**config.mk**
```make
export PLATFORM = sky130hd
export DESIGN_NAME = tv_check_engine_flat
export DESIGN_NICKNAME = d
export VERILOG_FILES = /design/src/rtl/tv_check_pkg.sv /design/src/rtl/tv_check_engine_if.sv /design/src/rtl/tv_vec_mem.sv /design/src/rtl/tv_check_engine.sv /design/src/flat_wrapper.sv
export SDC_FILE = /design/constraint.sdc
export NUM_CORES = 1
export LEC_CHECK = 0
export ABC_CLOCK_PERIOD_IN_PS = 3100
export CORE_ASPECT_RATIO = 1.25
export CORE_MARGIN = 4
export CORE_UTILIZATION = 55
export DETAILED_ROUTE_END_ITERATION = 8
export GPL_TIMING_DRIVEN = 0
export PLACE_DENSITY = 0.78
export SLEW_MARGIN = 10
export SYNTH_ARGS = -nofsm -noshare
export SYNTH_HDL_FRONTEND = slang
export SYNTH_SLANG_ARGS = --single-unit
```
**constraint.sdc**
```tcl
create_clock -name clk -period 3.1 [get_ports clk]
set_input_delay 0.62 -clock clk [delete_from_list [all_inputs] [get_ports clk]]
set_output_delay 0.62 -clock clk [all_outputs]
set_load 0.05 [all_outputs]
```
**src/rtl/tv_check_pkg.sv**
```systemverilog
// Shared types and entry-layout helpers for the test-vector check engine.
// Latency: n/a (declarations only).
// Backpressure: n/a.
// Entry layout, MSB first: {valid, in[IN_W-1:0], expected[OUT_W-1:0]}.
package tv_check_pkg;

    typedef enum logic [1:0] {
        IDLE  = 2'd0,
        WAIT  = 2'd1,
        CHECK = 2'd2,
        DONE  = 2'd3
    } state_t;

    // Total bits in one stored vector entry.
    function automatic int entry_w(input int in_w, input int out_w);
        return 1 + in_w + out_w;
    endfunction

    // Bit position of the valid flag (entry MSB).
    function automatic int valid_pos(input int in_w, input int out_w);
        return in_w + out_w;
    endfunction

    // LSB of the stimulus field; it sits directly above the expected field.
    function automatic int in_lsb(input int out_w);
        return out_w;
    endfunction

    // LSB of the expected-response field.
    function automatic int exp_lsb();
        return 0;
    endfunction

endpackage

```
**src/rtl/tv_check_engine_if.sv**
```systemverilog
// Host/DUT-side bundle for the check engine: vector load, run control, results, DUT pins.
// Latency: n/a (wiring only).
// Backpressure: none; vector writes are dropped while the engine reports busy.
// Modports: master = host plus DUT under test (drives start, vec_*, dut_out);
//           slave  = check engine (drives dut_in and all status/result signals).
interface tv_check_if #(
    parameter int IN_W   = 3,
    parameter int OUT_W  = 1,
    parameter int DEPTH  = 16,
    parameter int ADDR_W = $clog2(DEPTH),
    parameter int CNT_W  = ADDR_W + 1
);
    logic                    start;
    logic                    vec_we;
    logic [ADDR_W-1:0]       vec_waddr;
    logic [IN_W+OUT_W:0]     vec_wdata;
    logic [IN_W-1:0]         dut_in;
    logic [OUT_W-1:0]        dut_out;
    logic                    busy;
    logic                    done;
    logic                    pass;
    logic                    mismatch;
    logic [CNT_W-1:0]        vec_count;
    logic [CNT_W-1:0]        err_count;
    logic                    first_err_valid;
    logic [ADDR_W-1:0]       first_err_idx;
    logic [OUT_W-1:0]        first_err_got;

    modport master (
        output start, vec_we, vec_waddr, vec_wdata, dut_out,
        input  dut_in, busy, done, pass, mismatch, vec_count, err_count,
               first_err_valid, first_err_idx, first_err_got
    );

    modport slave (
        input  start, vec_we, vec_waddr, vec_wdata, dut_out,
        output dut_in, busy, done, pass, mismatch, vec_count, err_count,
               first_err_valid, first_err_idx, first_err_got
    );
endinterface

```
**src/rtl/tv_vec_mem.sv**
```systemverilog
// Vector store: DEPTH x entry register array, one write port, two combinational read ports.
// Latency: reads are combinational; a write is visible the cycle after it is presented.
// Backpressure: none; the caller gates we. Only valid bits are reset (cleared), data is not.
// Ports: clk/reset, we/waddr/wdata write port; raddr_hd -> rdata_hd {valid,in};
//        raddr_exp -> rdata_exp (expected field only). Out-of-range reads return 0.
module tv_vec_mem
    import tv_check_pkg::*;
#(
    parameter int IN_W   = 3,
    parameter int OUT_W  = 1,
    parameter int DEPTH  = 16,
    parameter int ADDR_W = $clog2(DEPTH)
) (
    input  logic                      clk,
    input  logic                      reset,
    input  logic                      we,
    input  logic [ADDR_W-1:0]         waddr,
    input  logic [IN_W+OUT_W:0]       wdata,
    input  logic [ADDR_W-1:0]         raddr_hd,
    output logic [IN_W:0]             rdata_hd,
    input  logic [ADDR_W-1:0]         raddr_exp,
    output logic [OUT_W-1:0]          rdata_exp
);
    localparam int VP = valid_pos(IN_W, OUT_W);
    localparam int IL = in_lsb(OUT_W);
    localparam int EL = exp_lsb();

    logic [DEPTH-1:0] vld;
    logic [IN_W-1:0]  in_mem  [DEPTH];
    logic [OUT_W-1:0] exp_mem [DEPTH];

    logic wr_ok;
    assign wr_ok = we && (32'(waddr) < DEPTH);

    always_ff @(posedge clk) begin
        if (!reset) begin
            vld <= '0;
        end else if (wr_ok) begin
            vld[waddr] <= wdata[VP];
        end
    end

    always_ff @(posedge clk) begin
        if (wr_ok) begin
            in_mem[waddr]  <= wdata[IL +: IN_W];
            exp_mem[waddr] <= wdata[EL +: OUT_W];
        end
    end

    always_comb begin
        rdata_hd  = '0;
        rdata_exp = '0;
        if (32'(raddr_hd) < DEPTH) begin
            rdata_hd = {vld[raddr_hd], in_mem[raddr_hd]};
        end
        if (32'(raddr_exp) < DEPTH) begin
            rdata_exp = exp_mem[raddr_exp];
        end
    end
endmodule

```
**src/rtl/tv_check_engine.sv**
```systemverilog
// Replays stored vectors into a DUT, holds each for SETTLE cycles, compares the response.
// Latency: SETTLE+1 cycles per vector; N vectors reach DONE N*(SETTLE+1) cycles after start.
// Backpressure: start is ignored and vector writes are dropped while busy.
// Ports: clk, reset (sync, active-low), bus (tv_check_if.slave: load/run/result/DUT pins).
// Optional: define TV_CHECK_ERR_LOG_EN to capture index/response of the first mismatch;
//           otherwise first_err_* read as 0.
module tv_check_engine
    import tv_check_pkg::*;
#(
    parameter int IN_W   = 3,
    parameter int OUT_W  = 1,
    parameter int DEPTH  = 16,
    parameter int SETTLE = 1,
    parameter int ADDR_W = $clog2(DEPTH),
    parameter int CNT_W  = ADDR_W + 1
) (
    input  logic        clk,
    input  logic        reset,
    tv_check_if.slave   bus
);
    localparam int                SW       = (SETTLE < 2) ? 1 : $clog2(SETTLE + 1);
    localparam logic [SW-1:0]     SETTLE_V = SW'(SETTLE);
    localparam logic [ADDR_W-1:0] LAST     = ADDR_W'(DEPTH - 1);
    localparam int                HD_VP    = IN_W;  // valid bit within the {valid,in} read

    state_t              state, state_nxt;
    logic [ADDR_W-1:0]   idx;
    logic [SW-1:0]       settle_cnt;
    logic [IN_W-1:0]     dut_in_q;
    logic [CNT_W-1:0]    vec_cnt_q, err_cnt_q;
    logic                mismatch_q;

    logic                mem_we;
    logic [ADDR_W-1:0]   hd_addr;
    logic [IN_W:0]       hd_rd, hd_head;
    logic [OUT_W-1:0]    exp_rd;
    logic                idle_like, run_go, is_last, miss, advance;

    assign idle_like = (state == IDLE) || (state == DONE);
    assign run_go    = idle_like && bus.start;
    assign mem_we    = bus.vec_we && !bus.busy;
    assign is_last   = (idx == LAST);

    // The head read port serves entry 0 when idle and entry idx+1 in CHECK.
    assign hd_addr = (state == CHECK && !is_last) ? idx + ADDR_W'(1) : '0;

    // A write to entry 0 in the same cycle as start must be seen by this run.
    assign hd_head = (mem_we && bus.vec_waddr == '0) ? bus.vec_wdata[IN_W+OUT_W:OUT_W] : hd_rd;

    // Case-inequality so X/Z on the DUT pins count as failures in simulation.
    assign miss    = (state == CHECK) && (bus.dut_out !== exp_rd);
    assign advance = !is_last && hd_rd[HD_VP];

    tv_vec_mem #(
        .IN_W   (IN_W),
        .OUT_W  (OUT_W),
        .DEPTH  (DEPTH),
        .ADDR_W (ADDR_W)
    ) u_mem (
        .clk       (clk),
        .reset     (reset),
        .we        (mem_we),
        .waddr     (bus.vec_waddr),
        .wdata     (bus.vec_wdata),
        .raddr_hd  (hd_addr),
        .rdata_hd  (hd_rd),
        .raddr_exp (idx),
        .rdata_exp (exp_rd)
    );

    always_ff @(posedge clk) begin
        if (!reset) state <= IDLE;
        else        state <= state_nxt;
    end

    always_comb begin
        state_nxt = state;
        case (state)
            IDLE, DONE: if (bus.start) state_nxt = hd_head[HD_VP] ? WAIT : DONE;
            WAIT:       if (settle_cnt == SW'(1)) state_nxt = CHECK;
            CHECK:      state_nxt = advance ? WAIT : DONE;
            default:    state_nxt = IDLE;
        endcase
    end

    always_ff @(posedge clk) begin
        if (!reset) begin
            idx        <= '0;
            settle_cnt <= '0;
            dut_in_q   <= '0;
            vec_cnt_q  <= '0;
            err_cnt_q  <= '0;
            mismatch_q <= 1'b0;
        end else begin
            mismatch_q <= 1'b0;
            case (state)
                IDLE, DONE: begin
                    if (bus.start) begin
                        idx       <= '0;
                        vec_cnt_q <= '0;
                        err_cnt_q <= '0;
                        if (hd_head[HD_VP]) begin
                            dut_in_q   <= hd_head[IN_W-1:0];
                            settle_cnt <= SETTLE_V;
                        end
                    end
                end
                WAIT: settle_cnt <= settle_cnt - SW'(1);
                CHECK: begin
                    vec_cnt_q <= vec_cnt_q + CNT_W'(1);
                    if (miss) begin
                        err_cnt_q  <= err_cnt_q + CNT_W'(1);
                        mismatch_q <= 1'b1;
                    end
                    if (advance) begin
                        idx        <= idx + ADDR_W'(1);
                        dut_in_q   <= hd_rd[IN_W-1:0];
                        settle_cnt <= SETTLE_V;
                    end
                end
                default: ;
            endcase
        end
    end

    assign bus.dut_in    = dut_in_q;
    assign bus.busy      = (state == WAIT) || (state == CHECK);
    assign bus.done      = (state == DONE);
    assign bus.pass      = (state == DONE) && (err_cnt_q == '0);
    assign bus.mismatch  = mismatch_q;
    assign bus.vec_count = vec_cnt_q;
    assign bus.err_count = err_cnt_q;

`ifdef TV_CHECK_ERR_LOG_EN
    logic              fe_vld;
    logic [ADDR_W-1:0] fe_idx;
    logic [OUT_W-1:0]  fe_got;

    always_ff @(posedge clk) begin
        if (!reset || run_go) begin
            fe_vld <= 1'b0;
            fe_idx <= '0;
            fe_got <= '0;
        end else if (miss && !fe_vld) begin
            fe_vld <= 1'b1;
            fe_idx <= idx;
            fe_got <= bus.dut_out;
        end
    end

    assign bus.first_err_valid = fe_vld;
    assign bus.first_err_idx   = fe_idx;
    assign bus.first_err_got   = fe_got;
`else
    logic unused_run_go;
    assign unused_run_go       = run_go;
    assign bus.first_err_valid = 1'b0;
    assign bus.first_err_idx   = '0;
    assign bus.first_err_got   = '0;
`endif
endmodule

```
**src/flat_wrapper.sv**
```systemverilog
// flat-port wrapper written by rule: the top's interface ports become plain ports
module tv_check_engine_flat import tv_check_pkg::*;
#(
    parameter int IN_W   = 3,
    parameter int OUT_W  = 1,
    parameter int DEPTH  = 16,
    parameter int SETTLE = 1,
    parameter int ADDR_W = $clog2(DEPTH),
    parameter int CNT_W  = ADDR_W + 1
)
  (clk, reset, bus_start, bus_vec_we, bus_vec_waddr, bus_vec_wdata, bus_dut_out, bus_dut_in, bus_busy, bus_done, bus_pass, bus_mismatch, bus_vec_count, bus_err_count, bus_first_err_valid, bus_first_err_idx, bus_first_err_got);
  tv_check_if #(.IN_W(IN_W), .OUT_W(OUT_W), .DEPTH(DEPTH), .ADDR_W(ADDR_W), .CNT_W(CNT_W)) bus_i ();
  input  logic clk;
  input  logic reset;
  input wire logic [$bits(bus_i.start)-1:0] bus_start;
  input wire logic [$bits(bus_i.vec_we)-1:0] bus_vec_we;
  input wire logic [$bits(bus_i.vec_waddr)-1:0] bus_vec_waddr;
  input wire logic [$bits(bus_i.vec_wdata)-1:0] bus_vec_wdata;
  input wire logic [$bits(bus_i.dut_out)-1:0] bus_dut_out;
  output wire logic [$bits(bus_i.dut_in)-1:0] bus_dut_in;
  output wire logic [$bits(bus_i.busy)-1:0] bus_busy;
  output wire logic [$bits(bus_i.done)-1:0] bus_done;
  output wire logic [$bits(bus_i.pass)-1:0] bus_pass;
  output wire logic [$bits(bus_i.mismatch)-1:0] bus_mismatch;
  output wire logic [$bits(bus_i.vec_count)-1:0] bus_vec_count;
  output wire logic [$bits(bus_i.err_count)-1:0] bus_err_count;
  output wire logic [$bits(bus_i.first_err_valid)-1:0] bus_first_err_valid;
  output wire logic [$bits(bus_i.first_err_idx)-1:0] bus_first_err_idx;
  output wire logic [$bits(bus_i.first_err_got)-1:0] bus_first_err_got;
  assign bus_i.start = bus_start;
  assign bus_i.vec_we = bus_vec_we;
  assign bus_i.vec_waddr = bus_vec_waddr;
  assign bus_i.vec_wdata = bus_vec_wdata;
  assign bus_i.dut_out = bus_dut_out;
  assign bus_dut_in = bus_i.dut_in;
  assign bus_busy = bus_i.busy;
  assign bus_done = bus_i.done;
  assign bus_pass = bus_i.pass;
  assign bus_mismatch = bus_i.mismatch;
  assign bus_vec_count = bus_i.vec_count;
  assign bus_err_count = bus_i.err_count;
  assign bus_first_err_valid = bus_i.first_err_valid;
  assign bus_first_err_idx = bus_i.first_err_idx;
  assign bus_first_err_got = bus_i.first_err_got;
  tv_check_engine #(.IN_W(IN_W), .OUT_W(OUT_W), .DEPTH(DEPTH), .SETTLE(SETTLE), .ADDR_W(ADDR_W), .CNT_W(CNT_W)) u_core (.clk(clk), .reset(reset), .bus(bus_i));
endmodule
```
==> summary.md <==
| Metric | Value |
|---|---|
| Status | `finished clean` |
| Die Width | `92.0 um` |
| Initial core utilization | `a little under three fifths` |
| CP arrival | `2.29 ns` |
| Synth Warn # | `0` |
| Finish-stage setup viols | `0` |
| Vias | `approximately 3400` |
| Rows | `38` |
| Synthesized area per cell | `between 10 and 15 um2` |
| # IOs | `37` |
| Placed inst area | `about 0.0053 mm2` |
| Final TNS setup | `0 ns` |
| Dpl ws | `-0.378 ns` |
| First-pass GRT wire length | `~18000 um` |
| CTS Hold Bufs | `0` |
| Num CTS Buffers | `9` |
| Antenna violations before repair | `0` |
| Tightest Pin Transition | `1.12 ns` |
| Final HPWL DP | `8180 um` |
| Syn-to-layout area delta | `13.9%` |
| Worst Skew | `roughly 0.015 ns` |
| Die area | `0.0104 mm2` |
| Critical path class | `flip-flop to primary output` |
| CP endpoint kind | `primary output` |
| Max IR drop VDD | `between 0.3 and 0.4 mV` |
| Final Total Pwr | `between 3 and 4 mW` |
| Final-report max-slew violation count | `0` |
| Seq cells post-synth | `105` |
| Reg2Reg Launch Point | `u_core.state[0]` |
| PwrDens | `647 mW/mm2` |
| Clock slew at reported path FFs | `0.10 ns` |
| Gr ovfl total | `0` |
| Critical Path Start Type | `flip-flop` |
| Fraction of synthesis flops using an asynchronous set or reset pin | `0%` |
| Starting DRT DRC Count | `around 270` |
| Post-Syn Area | `around 0.0048 mm2` |
| Cell variety after synth | `56` |
| Largest net degree at the start of global routing | `19` |
| Post-DRT Antenna Nets | `0` |
| CTS tree | `done` |
| Sequential-to-total area share from yosys stat | `56.6%` |
| Vias in the first global route | `3410` |
| Routed WL | `11000 um` |
| Primary FF master, synth | `edfxtp_1` |
| Post-route cell area | `0.00552 mm2` |
| Total track usage | `22.4%` |
| DRC | `0` |
| Crit path from | `u_core.state[0]` |
| Maximum clock insertion buffer count | `2` |
| Crit path time final | `a little under 3 ns` |
| R2R cell count | `10` |
| Max cap viols | `0` |
| CTS Sinks | `105` |
| Rel. slew slack | `24.5%` |
| Setup crit end | `bus_busy` |
| Final Hold Viols | `0` |
| Number of synthesized flops with an enable pin | `64` |
| Port Buffers | `27` |
| Fmax | `0.344 GHz` |
| 1st-pass router iterations | `4` |
| Clk root buf | `clkbuf_8` |
| Routed WL per cell | `18.6 um` |
| Die height | `113 um` |
| Clock Latency Late Sink | `0.40 ns` |
| PnR worst setup slack | `around 0.19 ns` |
| Layout cells sized above 1 | `12.0%` |
| Gate Count Post-Synth | `420` |
| ANT cells | `0` |
| Worst hold path type | `flip-flop to flip-flop` |
| Max H-tree Level | `3` |
| Post-layout net count | `485` |
| Crit Path Max Fanout | `8` |
| Vias per inst | `5.83` |
| GP Congestion | `just under 1` |
| Core Region | `between 0.008 and 0.009 mm2` |
| RSZ-0062 raised after global routing | `false` |
| P_leak | `1.83 nW` |
| Required time of the critical path | `2.48 ns` |
| FF-to-FF setup slack | `around 0.25 ns` |
| Tcrit/Tclk final | `between 90% and 100%` |
| Layout Utilization | `63.8%` |
kinds of logic after synthesis:
group	synth area share, %
and+or+nand+nor	14.9
buffers and inverters	3.61
xor gates and xnor gates	1.08
other	0.0774
muxes	8.18
AOI/OAI and AO/OA	13.5
adders and majority gates	2.07
DFF	56.6
layer usage:
metal / track usage [%] / vias to the layer above / part of all wire [%]
met4: 11.7 / 0 / 2.7
met1: 26.8 / 1645 / 40
li1: - / 1639 / -
met5: 0 / - / 0
met2: 37.7 / 127 / 51
met3: 4.99 / 19 / 6.4
registers in the layout (all words and copies together) (netlist names), named ones only:
name	flops
u_core.bus.vec_count	5
u_core.settle_cnt	1
u_core.bus.dut_in	3
u_core.idx	4
u_core.bus.err_count	5
u_core.bus.mismatch	1
u_core.u_mem.in_mem	48
u_core.u_mem.exp_mem	16
u_core.u_mem.vld	16
u_core.state	2
what timing repair did:
item,CTS,global route
buffers inserted,0,0
setup endpoints to repair,3,6
resized for setup,1,3
cloned,0,0
cell usage in the layout, fill, tap and decap left out, types with 3 or more instances in the layout:
master,n
inv_1,6
a21oi_1,12
o21ai_0,33
buf_2,5
buf_4,9
mux2i_1,16
mux2_2,5
a21o_1,3
o221ai_1,4
nor2_1,23
nand2_1,43
ha_1,8
clkinvlp_4,3
clkdlybuf4s50_1,27
edfxtp_1,64
a21boi_0,14
nand2b_1,4
xor2_1,5
and2_1,5
and3b_1,6
conb_1,6
a31oi_1,5
nor3_1,12
nor2b_1,14
clkbuf_1,11
dfxtp_1,41
o21ai_1,3
and3_1,3
nand3_1,11
nand4_1,7
mux4_2,8
clkbuf_8,9
or3_1,3
cell usage after synthesis, drive strengths merged (6+ instances only):
master	n	area, um2
nor2b	14	87.6
nand2	43	161
dfxtp	41	821
nor2	24	92.6
clkbuf	11	41.3
o21ai	37	189
a21boi	16	120
nand4	7	43.8
mux2i	16	160
inv	7	26.3
buf	16	108
edfxtp	64	1920
ha	8	100
a21oi	12	60.1
nand3	11	55.1
and3b	6	52.6
a31oi	6	52.6
nor3	13	65.1
mux4	8	180
through the flow:
step / hold WS [ns] / instances
2_1_floorplan: 0.452 / 425
3_3_place_gp: 0.446 / 572
3_5_place_dp: 0.457 / 572
4_1_cts: 0.471 / 588
5_1_grt: 0.494 / 588
6_report: 0.464 / 588
worst max-delay path, stage by stage, from the launching register on:
cell             delay [ns]
dfxtp_1                0.41
inv_1                  0.07
ha_1                   0.28
buf_2                  0.19
inv_2                  0.13
clkdlybuf4s50_1        0.82
power breakdown:
| part | switching [mW] | internal [mW] |
|---|---|---|
| clock network | 0.487 | 0.379 |
| registers | 0.0513 | 1.55 |
| logic | 0.697 | 0.403 |
area by class of cell:
| class | instances | area, um2 |
|---|---|---|
| Fill cell | 725 | 3130 |
| Sequential cell | 105 | 2740 |
| Multi-Input combinational cell | 286 | 1980 |
| Timing Repair Buffer | 27 | 270 |
| Tap cell | 120 | 150 |
| Buffer | 27 | 149 |
| Clock buffer | 9 | 124 |
| Clock inverter | 7 | 78.8 |
| Inverter | 7 | 26.3 |
how the worst min path moves through the flow:
stage	endpoint	slack [ns]	cells after the start	startpoint
final	u_core.bus.dut_in[0]	0.46	2	u_core.bus.dut_in[0]
after global routing	u_core.bus.dut_in[0]	0.49	2	u_core.bus.dut_in[0]
after CTS	u_core.bus.dut_in[0]	0.47	2	u_core.bus.dut_in[0]
after detailed placement	u_core.bus.dut_in[0]	0.46	2	u_core.bus.dut_in[0]
after global placement	u_core.bus.dut_in[1]	0.45	2	u_core.bus.dut_in[1]
after floorplan	u_core.u_mem.vld[11]	0.45	2	u_core.u_mem.vld[11]
Note: power is estimated with default switching activity, not from simulation.
